### src/rtl/fir_seq_pkg.sv
// Shared types and constants for the 4-bank transposed FIR MAC sequencer.
package fir_seq_pkg;

    localparam int NUM_BANKS     = 4;
    localparam int TAPS_PER_BANK = 10;
    localparam int MAX_COEFF     = 40;
    localparam int COEFF_W       = 16;
    localparam int TAP_W         = 4;
    localparam int BANK_W        = 2;
    localparam int NCOEF_W       = 6;

    typedef enum logic [2:0] {
        IDLE   = 3'd0,
        UPDATE = 3'd1,
        FETCH  = 3'd2,
        DRAIN  = 3'd3,
        ADD    = 3'd4
    } seqState_e;

    function automatic logic [NCOEF_W-1:0] clampNcoef(input logic [NCOEF_W-1:0] n);
        if (n > 6'd40) begin
            return 6'd40;
        end else begin
            return n;
        end
    endfunction

endpackage

### src/rtl/fir_mac_sequencer_if.sv
// Host/sample-side inputs and SRAM/MAC-side outputs of the FIR MAC sequencer.
interface fir_mac_sequencer_if;
    import fir_seq_pkg::*;

    logic                        iEnSample_600k;
    logic                        iCoeffiUpdateFlag;
    logic                        iCsnRam;
    logic                        iWrnRam;
    logic [BANK_W-1:0]           iBankSel;
    logic [TAP_W-1:0]            iAddrRam;
    logic signed [COEFF_W-1:0]   iWrDtRam;
    logic [NCOEF_W-1:0]          iNumOfCoeff;

    logic [NUM_BANKS-1:0]        oCsnRam;
    logic                        oWrnRam;
    logic [TAP_W-1:0]            oAddrRam;
    logic signed [COEFF_W-1:0]   oWrDtRam;
    logic                        oEnDelay;
    logic [NUM_BANKS-1:0]        oEnMul;
    logic [NUM_BANKS-1:0]        oEnAcc;
    logic                        oEnAdd;
    logic                        oBusy;
    logic                        oOverrun;

    modport master (
        output iEnSample_600k, iCoeffiUpdateFlag, iCsnRam, iWrnRam,
               iBankSel, iAddrRam, iWrDtRam, iNumOfCoeff,
        input  oCsnRam, oWrnRam, oAddrRam, oWrDtRam, oEnDelay,
               oEnMul, oEnAcc, oEnAdd, oBusy, oOverrun
    );

    modport slave (
        input  iEnSample_600k, iCoeffiUpdateFlag, iCsnRam, iWrnRam,
               iBankSel, iAddrRam, iWrDtRam, iNumOfCoeff,
        output oCsnRam, oWrnRam, oAddrRam, oWrDtRam, oEnDelay,
               oEnMul, oEnAcc, oEnAdd, oBusy, oOverrun
    );

endinterface

### src/rtl/fir_bank_active_calc.sv
// Registers the number of active taps in each bank, clamp(Ncoef - 10*b, 0, 10),
// when a new sample sweep is accepted.
module fir_bank_active_calc
    import fir_seq_pkg::*;
(
    input  logic                            iClk_12M,
    input  logic                            iRsn,
    input  logic                            iLoad,
    input  logic [NCOEF_W-1:0]              iNumCoeff,
    output logic [NUM_BANKS-1:0][TAP_W-1:0] oAct
);

    function automatic logic [TAP_W-1:0] bankActive(input logic [NCOEF_W-1:0] n, input int b);
        logic [6:0] lo;
        logic [6:0] hi;
        logic [6:0] nx;
        lo = 7'(TAPS_PER_BANK * b);
        hi = lo + 7'(TAPS_PER_BANK);
        nx = {1'b0, n};
        if (nx >= hi) begin
            return 4'(TAPS_PER_BANK);
        end else if (nx > lo) begin
            return 4'(nx - lo);
        end else begin
            return 4'd0;
        end
    endfunction

    // Per-bank active tap counts, captured once per accepted strobe.
    always_ff @(posedge iClk_12M or negedge iRsn) begin
        if (!iRsn) begin
            oAct <= '0;
        end else if (iLoad) begin
            for (int b = 0; b < NUM_BANKS; b++) begin
                oAct[b] <= bankActive(iNumCoeff, b);
            end
        end else begin
            oAct <= oAct;
        end
    end

endmodule

### src/rtl/fir_mac_sequencer.sv
// Per-sample scheduler for the 4-bank FIR datapath: host coefficient routing and
// parallel bank sweep. Optional sticky overrun flag: define FIR_SEQ_OVERRUN_EN.
module fir_mac_sequencer
    import fir_seq_pkg::*;
(
    input  logic              iClk_12M,
    input  logic              iRsn,
    fir_mac_sequencer_if.slave bus
);

    seqState_e                       state_r, nextState_s;
    logic [TAP_W-1:0]                tapCnt_r, nextTap_s;
    logic                            loadAct_s;
    logic [NUM_BANKS-1:0][TAP_W-1:0] act_s;

    logic [NUM_BANKS-1:0]            csn_r, csnNext_s;
    logic                            wrn_r, wrnNext_s;
    logic [TAP_W-1:0]                addr_r, addrNext_s;
    logic signed [COEFF_W-1:0]       wrDt_r, wrDtNext_s;
    logic                            enDelay_r, enDelayNext_s;
    logic [NUM_BANKS-1:0]            fetchQual_r, fetchQualNext_s;
    logic                            fetchFirst_r, fetchFirstNext_s;
    logic [NUM_BANKS-1:0]            enMul_r, enAcc_r;
    logic                            enAdd_r, enAddNext_s;
    logic                            busy_r;

    fir_bank_active_calc uActCalc (
        .iClk_12M  (iClk_12M),
        .iRsn      (iRsn),
        .iLoad     (loadAct_s),
        .iNumCoeff (clampNcoef(bus.iNumOfCoeff)),
        .oAct      (act_s)
    );

    // State and tap counter registers.
    always_ff @(posedge iClk_12M or negedge iRsn) begin
        if (!iRsn) begin
            state_r  <= IDLE;
            tapCnt_r <= 4'd0;
        end else begin
            state_r  <= nextState_s;
            tapCnt_r <= nextTap_s;
        end
    end

    // Next-state decode and next values of every registered output.
    always_comb begin
        nextState_s      = state_r;
        nextTap_s        = tapCnt_r;
        loadAct_s        = 1'b0;
        csnNext_s        = '1;
        wrnNext_s        = 1'b1;
        addrNext_s       = 4'd0;
        wrDtNext_s       = 16'sd0;
        enDelayNext_s    = 1'b0;
        fetchQualNext_s  = '0;
        fetchFirstNext_s = 1'b0;
        enAddNext_s      = 1'b0;
        case (state_r)
            IDLE: begin
                // The update flag wins over a coincident strobe, which is lost.
                if (bus.iCoeffiUpdateFlag) begin
                    nextState_s = UPDATE;
                end else if (bus.iEnSample_600k) begin
                    nextState_s = FETCH;
                    nextTap_s   = 4'd0;
                    loadAct_s   = 1'b1;
                end else begin
                    nextState_s = IDLE;
                end
            end
            UPDATE: begin
                if (!bus.iCoeffiUpdateFlag) begin
                    nextState_s = IDLE;
                end else begin
                    nextState_s = UPDATE;
                    wrnNext_s   = bus.iWrnRam;
                    addrNext_s  = bus.iAddrRam;
                    wrDtNext_s  = bus.iWrDtRam;
                    if (bus.iAddrRam <= 4'd9) begin
                        csnNext_s[bus.iBankSel] = bus.iCsnRam;
                    end else begin
                        csnNext_s = '1;
                    end
                end
            end
            FETCH: begin
                enDelayNext_s    = (tapCnt_r == 4'd0);
                fetchFirstNext_s = (tapCnt_r == 4'd0);
                addrNext_s       = tapCnt_r;
                for (int b = 0; b < NUM_BANKS; b++) begin
                    fetchQualNext_s[b] = (tapCnt_r < act_s[b]);
                end
                csnNext_s = ~fetchQualNext_s;
                if (tapCnt_r == 4'd9) begin
                    nextState_s = DRAIN;
                    nextTap_s   = 4'd0;
                end else begin
                    nextState_s = FETCH;
                    nextTap_s   = tapCnt_r + 4'd1;
                end
            end
            DRAIN: begin
                nextState_s = ADD;
            end
            ADD: begin
                enAddNext_s = 1'b1;
                if (bus.iCoeffiUpdateFlag) begin
                    nextState_s = UPDATE;
                end else begin
                    nextState_s = IDLE;
                end
            end
            default: begin
                nextState_s = IDLE;
            end
        endcase
    end

    // Output registers; multiply enables trail the SRAM select by the read latency.
    always_ff @(posedge iClk_12M or negedge iRsn) begin
        if (!iRsn) begin
            csn_r        <= '1;
            wrn_r        <= 1'b1;
            addr_r       <= 4'd0;
            wrDt_r       <= 16'sd0;
            enDelay_r    <= 1'b0;
            fetchQual_r  <= '0;
            fetchFirst_r <= 1'b0;
            enMul_r      <= '0;
            enAcc_r      <= '0;
            enAdd_r      <= 1'b0;
            busy_r       <= 1'b0;
        end else begin
            csn_r        <= csnNext_s;
            wrn_r        <= wrnNext_s;
            addr_r       <= addrNext_s;
            wrDt_r       <= wrDtNext_s;
            enDelay_r    <= enDelayNext_s;
            fetchQual_r  <= fetchQualNext_s;
            fetchFirst_r <= fetchFirstNext_s;
            enMul_r      <= fetchQual_r;
            enAcc_r      <= fetchQual_r & ~{NUM_BANKS{fetchFirst_r}};
            enAdd_r      <= enAddNext_s;
            busy_r       <= (state_r != IDLE);
        end
    end

`ifdef FIR_SEQ_OVERRUN_EN
    logic overrun_r;

    // Sticky dropped-strobe flag; entering UPDATE takes priority and clears it.
    always_ff @(posedge iClk_12M or negedge iRsn) begin
        if (!iRsn) begin
            overrun_r <= 1'b0;
        end else if ((nextState_s == UPDATE) && (state_r != UPDATE)) begin
            overrun_r <= 1'b0;
        end else if (bus.iEnSample_600k &&
                     ((state_r == FETCH) || (state_r == DRAIN) || (state_r == ADD))) begin
            overrun_r <= 1'b1;
        end else begin
            overrun_r <= overrun_r;
        end
    end

    assign bus.oOverrun = overrun_r;
`else
    assign bus.oOverrun = 1'b0;
`endif

    assign bus.oCsnRam  = csn_r;
    assign bus.oWrnRam  = wrn_r;
    assign bus.oAddrRam = addr_r;
    assign bus.oWrDtRam = wrDt_r;
    assign bus.oEnDelay = enDelay_r;
    assign bus.oEnMul   = enMul_r;
    assign bus.oEnAcc   = enAcc_r;
    assign bus.oEnAdd   = enAdd_r;
    assign bus.oBusy    = busy_r;

endmodule

### src/flat_wrapper.sv
// flat-port wrapper written by rule: the top's interface ports become plain ports
module fir_mac_sequencer_flat import fir_seq_pkg::*;
  (iClk_12M, iRsn, bus_iEnSample_600k, bus_iCoeffiUpdateFlag, bus_iCsnRam, bus_iWrnRam, bus_iBankSel, bus_iAddrRam, bus_iWrDtRam, bus_iNumOfCoeff, bus_oCsnRam, bus_oWrnRam, bus_oAddrRam, bus_oWrDtRam, bus_oEnDelay, bus_oEnMul, bus_oEnAcc, bus_oEnAdd, bus_oBusy, bus_oOverrun);
  fir_mac_sequencer_if bus_i ();
  input  logic iClk_12M;
  input  logic iRsn;
  input wire logic [$bits(bus_i.iEnSample_600k)-1:0] bus_iEnSample_600k;
  input wire logic [$bits(bus_i.iCoeffiUpdateFlag)-1:0] bus_iCoeffiUpdateFlag;
  input wire logic [$bits(bus_i.iCsnRam)-1:0] bus_iCsnRam;
  input wire logic [$bits(bus_i.iWrnRam)-1:0] bus_iWrnRam;
  input wire logic [$bits(bus_i.iBankSel)-1:0] bus_iBankSel;
  input wire logic [$bits(bus_i.iAddrRam)-1:0] bus_iAddrRam;
  input wire logic [$bits(bus_i.iWrDtRam)-1:0] bus_iWrDtRam;
  input wire logic [$bits(bus_i.iNumOfCoeff)-1:0] bus_iNumOfCoeff;
  output wire logic [$bits(bus_i.oCsnRam)-1:0] bus_oCsnRam;
  output wire logic [$bits(bus_i.oWrnRam)-1:0] bus_oWrnRam;
  output wire logic [$bits(bus_i.oAddrRam)-1:0] bus_oAddrRam;
  output wire logic [$bits(bus_i.oWrDtRam)-1:0] bus_oWrDtRam;
  output wire logic [$bits(bus_i.oEnDelay)-1:0] bus_oEnDelay;
  output wire logic [$bits(bus_i.oEnMul)-1:0] bus_oEnMul;
  output wire logic [$bits(bus_i.oEnAcc)-1:0] bus_oEnAcc;
  output wire logic [$bits(bus_i.oEnAdd)-1:0] bus_oEnAdd;
  output wire logic [$bits(bus_i.oBusy)-1:0] bus_oBusy;
  output wire logic [$bits(bus_i.oOverrun)-1:0] bus_oOverrun;
  assign bus_i.iEnSample_600k = bus_iEnSample_600k;
  assign bus_i.iCoeffiUpdateFlag = bus_iCoeffiUpdateFlag;
  assign bus_i.iCsnRam = bus_iCsnRam;
  assign bus_i.iWrnRam = bus_iWrnRam;
  assign bus_i.iBankSel = bus_iBankSel;
  assign bus_i.iAddrRam = bus_iAddrRam;
  assign bus_i.iWrDtRam = bus_iWrDtRam;
  assign bus_i.iNumOfCoeff = bus_iNumOfCoeff;
  assign bus_oCsnRam = bus_i.oCsnRam;
  assign bus_oWrnRam = bus_i.oWrnRam;
  assign bus_oAddrRam = bus_i.oAddrRam;
  assign bus_oWrDtRam = bus_i.oWrDtRam;
  assign bus_oEnDelay = bus_i.oEnDelay;
  assign bus_oEnMul = bus_i.oEnMul;
  assign bus_oEnAcc = bus_i.oEnAcc;
  assign bus_oEnAdd = bus_i.oEnAdd;
  assign bus_oBusy = bus_i.oBusy;
  assign bus_oOverrun = bus_i.oOverrun;
  fir_mac_sequencer u_core (.iClk_12M(iClk_12M), .iRsn(iRsn), .bus(bus_i));
endmodule
### config.mk
export PLATFORM = sky130hd
export DESIGN_NAME = fir_mac_sequencer_flat
export DESIGN_NICKNAME = d
export VERILOG_FILES = /design/src/rtl/fir_seq_pkg.sv /design/src/rtl/fir_mac_sequencer_if.sv /design/src/rtl/fir_bank_active_calc.sv /design/src/rtl/fir_mac_sequencer.sv /design/src/flat_wrapper.sv
export SDC_FILE = /design/constraint.sdc
export NUM_CORES = 1
export LEC_CHECK = 0
export ABC_AREA = 0
export BUFFER_PORTS_ARGS = -buffer_cell sky130_fd_sc_hd__buf_2
export CAP_MARGIN = 20
export CELL_PAD_IN_SITES_DETAIL_PLACEMENT = 0
export CELL_PAD_IN_SITES_GLOBAL_PLACEMENT = 1
export CORE_ASPECT_RATIO = 1.1
export CORE_UTILIZATION = 37
export DETAILED_ROUTE_END_ITERATION = 6
export PLACE_DENSITY = 0.74
export REMOVE_ABC_BUFFERS = 1
export SLEW_MARGIN = 20
export SYNTH_ARGS = -nofsm -noshare
export SYNTH_HDL_FRONTEND = slang
export SYNTH_SLANG_ARGS = --single-unit
### constraint.sdc
create_clock -name iClk_12M -period 1.7 [get_ports iClk_12M]
set_input_delay 0 -clock iClk_12M [delete_from_list [all_inputs] [get_ports iClk_12M]]
set_output_delay 0 -clock iClk_12M [all_outputs]
set_load 0.01 [all_outputs]
# After elaboration in Yosys (flattened, before gate mapping)
# Index checks and enable logic that the tools add are counted.
[op_classes]
add_sub_neg = 4
order_cmp = 16
eq_ne = 7
muxes = 35
bitwise = 5
reduce_logical = 7
[ops]
columns = ["cell", "count"]
rows = [
  ["4-bit 2-to-1 mux", 15],
  ["16-bit 2-to-1 mux", 2],
  ["4-bit case mux with 2 select lines", 3],
  ["4-bit less-than comparator", 4],
  ["6-bit by 5-bit >= comparator with 1-bit output, second input constant", 2],
  ["6-bit by 5-bit > comparator with 1-bit output, second input constant", 2],
  ["4-bit inverter", 3],
  ["3-bit case mux with 4 select lines", 1],
  ["1-bit 2-to-1 mux", 10],
  ["4-bit subtractor, second input constant", 2],
  ["3-bit by 2-bit equality test with 1-bit output, second input constant", 2],
  ["6-bit by 4-bit >= comparator with 1-bit output, second input constant", 1],
  ["6-bit >= comparator, second input constant", 1],
  ["6-bit by 1-bit > comparator with 1-bit output, second input constant", 1],
  ["6-bit by 4-bit > comparator with 1-bit output, second input constant", 1],
  ["6-bit > comparator, second input constant", 1],
  ["6-bit 2-to-1 mux", 1],
  ["4-bit by 1-bit adder with 4-bit output, second input constant", 1],
  ["4-bit bitwise AND", 1],
  ["4-bit equality test, second input constant", 1],
  ["4-bit <= comparator, second input constant", 1],
  ["4-bit zero test", 1],
  ["2-bit != test, second input constant", 2],
  ["4-bit OR", 1],
  ["other kinds (14)", 14],
]
[totals]
regBits = 63
in_bits = 34
wordCells = 90

# Depth between registers and ports, before layout
[depth]
depth_word = 9
mapped_depth = 9
ltp_nobuf = 8

# Hierarchy
# Synthesis repeated with hierarchy kept, for this count alone.
[unflattened]
hier_cells = 267
area_unflattened_um2 = 2969.1
[modules_own_cells]
columns = ["mod", "instances", "cells_each", "area_per_inst_um2"]
rows = [
  ["fir_mac_sequencer", 1, 178, 2021.9],
  ["fir_bank_active_calc", 1, 89, 947.2],
]

# Least setup slack after synthesis
# No wires, ideal clock.
[synth_path]
path_type = "in2reg"
from = "input port bus_iNumOfCoeff[5]"
to = "register u_core.uActCalc.oAct[12] (netlist name)"
setup_time_ps = 127
t_arrival_ps = 1813
slack_ps = -241
path_stages = 9
path_buffers = 1
path_cell_list = "clkbuf_1 > o21ai_0 > and2_1 > inv_1 > ha_1 > or3b_2 > a21boi_0 > a211o_1 > o21ai_0"
[synth_via]
elab_chain_cells = 5
[synth_lines]
columns = ["element", "line", "text"]
rows = [
  ["start, declared", "flat_wrapper.sv:14", "input wire logic [$bits(bus_i.iNumOfCoeff)-1:0] bus_iNumOfCoeff;"],
  ["6-bit > comparator", "fir_seq_pkg.sv:21", "if (n > 6'd40) begin"],
  ["6-bit 2-to-1 mux (*)", "fir_seq_pkg.sv:21", ""],
  ["6-bit by 5-bit > comparator with 1-bit output / 4-bit subtractor (equally long branches)", "fir_bank_active_calc.sv:22, fir_bank_active_calc.sv:23", ""],
  ["4-bit 2-to-1 mux", "fir_bank_active_calc.sv:22", "end else if (nx > lo) begin"],
  ["4-bit 2-to-1 mux (*)", "fir_bank_active_calc.sv:20", "if (nx >= hi) begin"],
  ["end signal, assigned by index", "fir_bank_active_calc.sv:35", "oAct[b] <= bankActive(iNumCoeff, b);"],
  ["end signal, assigned", "fir_bank_active_calc.sv:38", "oAct <= oAct;"],
  ["end, declared", "fir_bank_active_calc.sv:10", "output logic [NUM_BANKS-1:0][TAP_W-1:0] oAct"],
]
# Every way passes the cells marked *; elsewhere a longest branch is shown, timed or not.
# A chain may end at the register's enable or synchronous reset.

# Worst setup path after layout
[layout_path]
from = "register u_core.state_r[0]"
to = "register u_core.tapCnt_r[3]"
[layout_via]
elab_chain_cells = 3
[layout_lines]
columns = ["element", "line", "text"]
rows = [
  ["start, declared", "fir_mac_sequencer.sv:11", "seqState_e state_r, nextState_s;"],
  ["start signal, assigned", "fir_mac_sequencer.sv:41", "state_r <= nextState_s;"],
  ["3-bit by 2-bit equality test with 1-bit output / 3-bit zero test (equally long branches)", "fir_mac_sequencer.sv:59", "case (state_r)"],
  ["2-bit nonzero test (no line) / 2-bit != test (equally long branches)", "-", ""],
  ["3-bit AND reduction (no line)", "-", ""],
  ["end signal, assigned", "fir_mac_sequencer.sv:42", "tapCnt_r <= nextTap_s;"],
  ["end, declared", "fir_mac_sequencer.sv:12", "logic [TAP_W-1:0] tapCnt_r, nextTap_s;"],
]
# Several ways; a longest one is shown, not always the timed one.

==> impl_results.md <==
- Worst EP arrival: 1.91 ns
- Cell-internal power: 3.783 mW
- # IOs: 71
- Non-Filler Cell Area, Final: 4116 sq um
- R2r setup slk: roughly 0.019 ns
- Final critical-path share of the clock period: 0.9888
- Vias: roughly 2400
- Flop and latch count out of synthesis: 63
- Hold Path Depth: 3
- Yosys cell types: 48
- CP Class: reg2reg
- Final Max Tran Viols: 0
- Pwr Total: between 5 and 6 mW
- Final Non-Filler Cells: around 500
- Root Buffer Master: clkbuf_8
- Final Hold Vio Count: 0
- Layout cells sized above 1: 0.3501
- Setup TNS: 0 ns
- Final Setup Violations: 0
- Clock sinks: between 60 and 70
- Synth Warn #: 0
- NetSw: 1.879 mW
- Core Rows: 33
- Post-Route WL: 6690 microns
- Pwr dens: 1375 nW/um^2
- Vias in the first global route: between 2000 and 2500
- Maxcap violations: 0
- DP Worst Slack: -0.04095 ns
- TritonRoute pass-1 iters: 4
- CTS clock-pin slew for the worst setup and hold paths: about 0.070 ns
- Combinational Power Share: 0.388
- Area growth from synthesis to layout: 40.42%
- DRC violation total after the first TritonRoute iteration: 72
- Top FF cell, synth: dfrtp_1
- Initial antenna violation count: 0
- Placed Instances: 462
- Largest net degree at the start of global routing: 64
- Leakage Power: between 2 and 2.5 nW
- Status: finished, final reports clean
- Crit. End Element: flop
- Input/output buffers: 69
- Worst-path fanout max: 2
- Total core area: approximately 7600 sq um
- Worst min-delay path class: in2reg
- GRT Overall Usage: 0.1694
- Post-CTS Setup Inserts: 0
- Global placement routability congestion: 0.8421
- Final worst slack: 0.01897 ns
- Max Clk Rate: 594.9 MHz
- Flop pwr share: 0.387
- Hold Crit Start: bus_iNumOfCoeff[1]
- Worst Reg-to-Reg Cells: 4
- Final Critical Period: 1.681 ns
- Synth Area per Inst: 10.74 sq um
- Fin util: 0.5448
- Htree depth: 3
- Hold endpoint: u_core.uActCalc.oAct[1]
- Commonest non-fill, non-tap cell in the layout: buf_2
- Hold WS: 0.01242 ns
- DR WL/cell: 13.33 microns
- GR Overflow Total: 0
- CP Data Required Time: just under 2 ns
- Worst Skew: around 0.0060 ns
- Post-synth EDFFs: 0
- Clk network pwr share: 0.224
- Clock buffer count from CTS: 9
- Fraction of registers with async set/reset: 1.000
- DRC errors left: 0
- CTS tree: done
- Post-Synthesis Cells: around 270
- Die footprint: a little over 8000 sq um
- RSZ-0062 raised after global routing: yes
- Die X: 86.87 microns
- Placed Area: 3583 sq um
- First-pass GRT wire length: approximately 11000 microns
- Mapped cell area: 2932 sq um
- CTS max path bufs: 2
- Post-DP HPWL: between 4000 and 5000 microns
- Critical Path Source Type: flop
- Vias per cell: 4.707
- Initial Util: 0.3880
- Reg2reg start: u_core.state_r[0]
- Diodes inserted: 0
- Most frequent cells in the layout: 69 x buf_2, 58 x dfrtp_1, 23 x inv_1, 23 x dlygate4sd3_1, 23 x buf_4
- Post-synthesis sequential area ratio: 0.5399
- Peak supply drop: 0.0004598 V
- Die H: 95.36 microns
- Clock Latency Late Sink: approximately 0.34 ns
- Routed Antenna Nets: 0
- Final Net Count: 447
- Crit path from: u_core.state_r[0]
- Switching Share: 0.3318
- Reg2reg end: u_core.tapCnt_r[3]
layer usage:
metal / share of wire / vias to the layer above / global-route usage
li1: - / 1170 / -
met1: 0.45 / 1112 / 0.2120
met2: 0.49 / 71 / 0.2789
met3: 0.049 / 10 / 0.03463
met4: 0.013 / 0 / 0.08333
met5: 0 / - / 0
timing repair:
item | 4_1_cts | 5_1_grt
hold endpoints to repair | 85 | 0
hold buffers | 23 | 0
gates resized for setup | 1 | 20
setup endpoints to repair | 5 | 16
pin swaps | 3 | 2
cloned | 0 | 1
worst max-delay path, stage by stage (launching register included):
cell and delay, ns:
dfrtp_1 0.38, or3_4 0.39, or3b_4 0.40, a22o_1 0.22, a21o_1 0.18
registers in the layout (all words and copies together), names as in the netlist:
register and count:
u_core.fetchQual_r 4, u_core.bus.oBusy 1, u_core.bus.oEnAdd 1, u_core.bus.oEnDelay 1
u_core.tapCnt_r 4, u_core.bus.oWrnRam 1, u_core.uActCalc.oAct 16, u_core.bus.oAddrRam 4
u_core.state_r 3, u_core.bus.oCsnRam 4, u_core.bus.oWrDtRam 16, u_core.bus.oEnAcc 4
u_core.bus.oEnMul 4
cell type report:
type                    instances  area (sq um)
clock inverters                 6         60.06
fillers                       666          3440
multi-input cells             176          1285
well taps                     105         131.4
flip-flops and latches         63          1583
clock buffers                  10         137.6
inverters                      23         86.33
repair buffers                119         833.3
synth_stat cells (2+ instances only):
cell type / count / share of area
a2111oi_0: 2 / 0.0060
a211o_1: 5 / 0.015
a21oi_1: 11 / 0.019
a22o_1: 3 / 0.0090
a2bb2oi_1: 2 / 0.0060
a31oi_1: 4 / 0.0085
and2_1: 19 / 0.041
and3_1: 4 / 0.0085
buf_4: 2 / 0.0051
clkbuf_1: 7 / 0.0090
dfrtp_1: 58 / 0.50
dfstp_2: 5 / 0.045
ha_1: 21 / 0.090
inv_1: 23 / 0.029
nand2_1: 18 / 0.023
nand2b_1: 4 / 0.0085
nand3_1: 6 / 0.010
nor2_1: 17 / 0.022
nor2b_1: 7 / 0.015
nor3_1: 6 / 0.010
nor4bb_1: 2 / 0.0068
o21a_1: 3 / 0.0077
o21ai_0: 14 / 0.024
o22ai_1: 3 / 0.0064
or3b_2: 3 / 0.0090
xnor2_1: 2 / 0.0060
worst max path at each step:
stage / end
after CTS: u_core.tapCnt_r[3]
after floorplan: u_core.tapCnt_r[3]
after global placement: u_core.tapCnt_r[1]
final: u_core.tapCnt_r[3]
after detailed placement: u_core.tapCnt_r[3]
after global routing: u_core.uActCalc.oAct[3]
power groups by stage:
stage / logic [mW] / registers [mW] / clock network, mW
2_1_floorplan: 1.00 / 2.34 / 0
3_3_place_gp: 1.97 / 2.21 / 0
3_5_place_dp: 1.99 / 2.22 / 0
4_1_cts: 2.05 / 2.19 / 1.29
5_1_grt: 2.47 / 2.25 / 1.37
6_report: 2.20 / 2.19 / 1.27
kinds of logic (layout without fill, tap and decap cells):
kind of cell,Yosys count,after routing,share of synthesized area
simple gates,92,92,0.1733
flops,63,63,0.5399
compound gates,59,59,0.1374
buf+inv,34,158,0.04908
fa+ha+maj,21,21,0.08963
xor+xnor,2,2,0.005976
other cells,1,1,0.001279
mux,1,1,0.003415
Note: power is estimated with default switching activity, not from simulation.
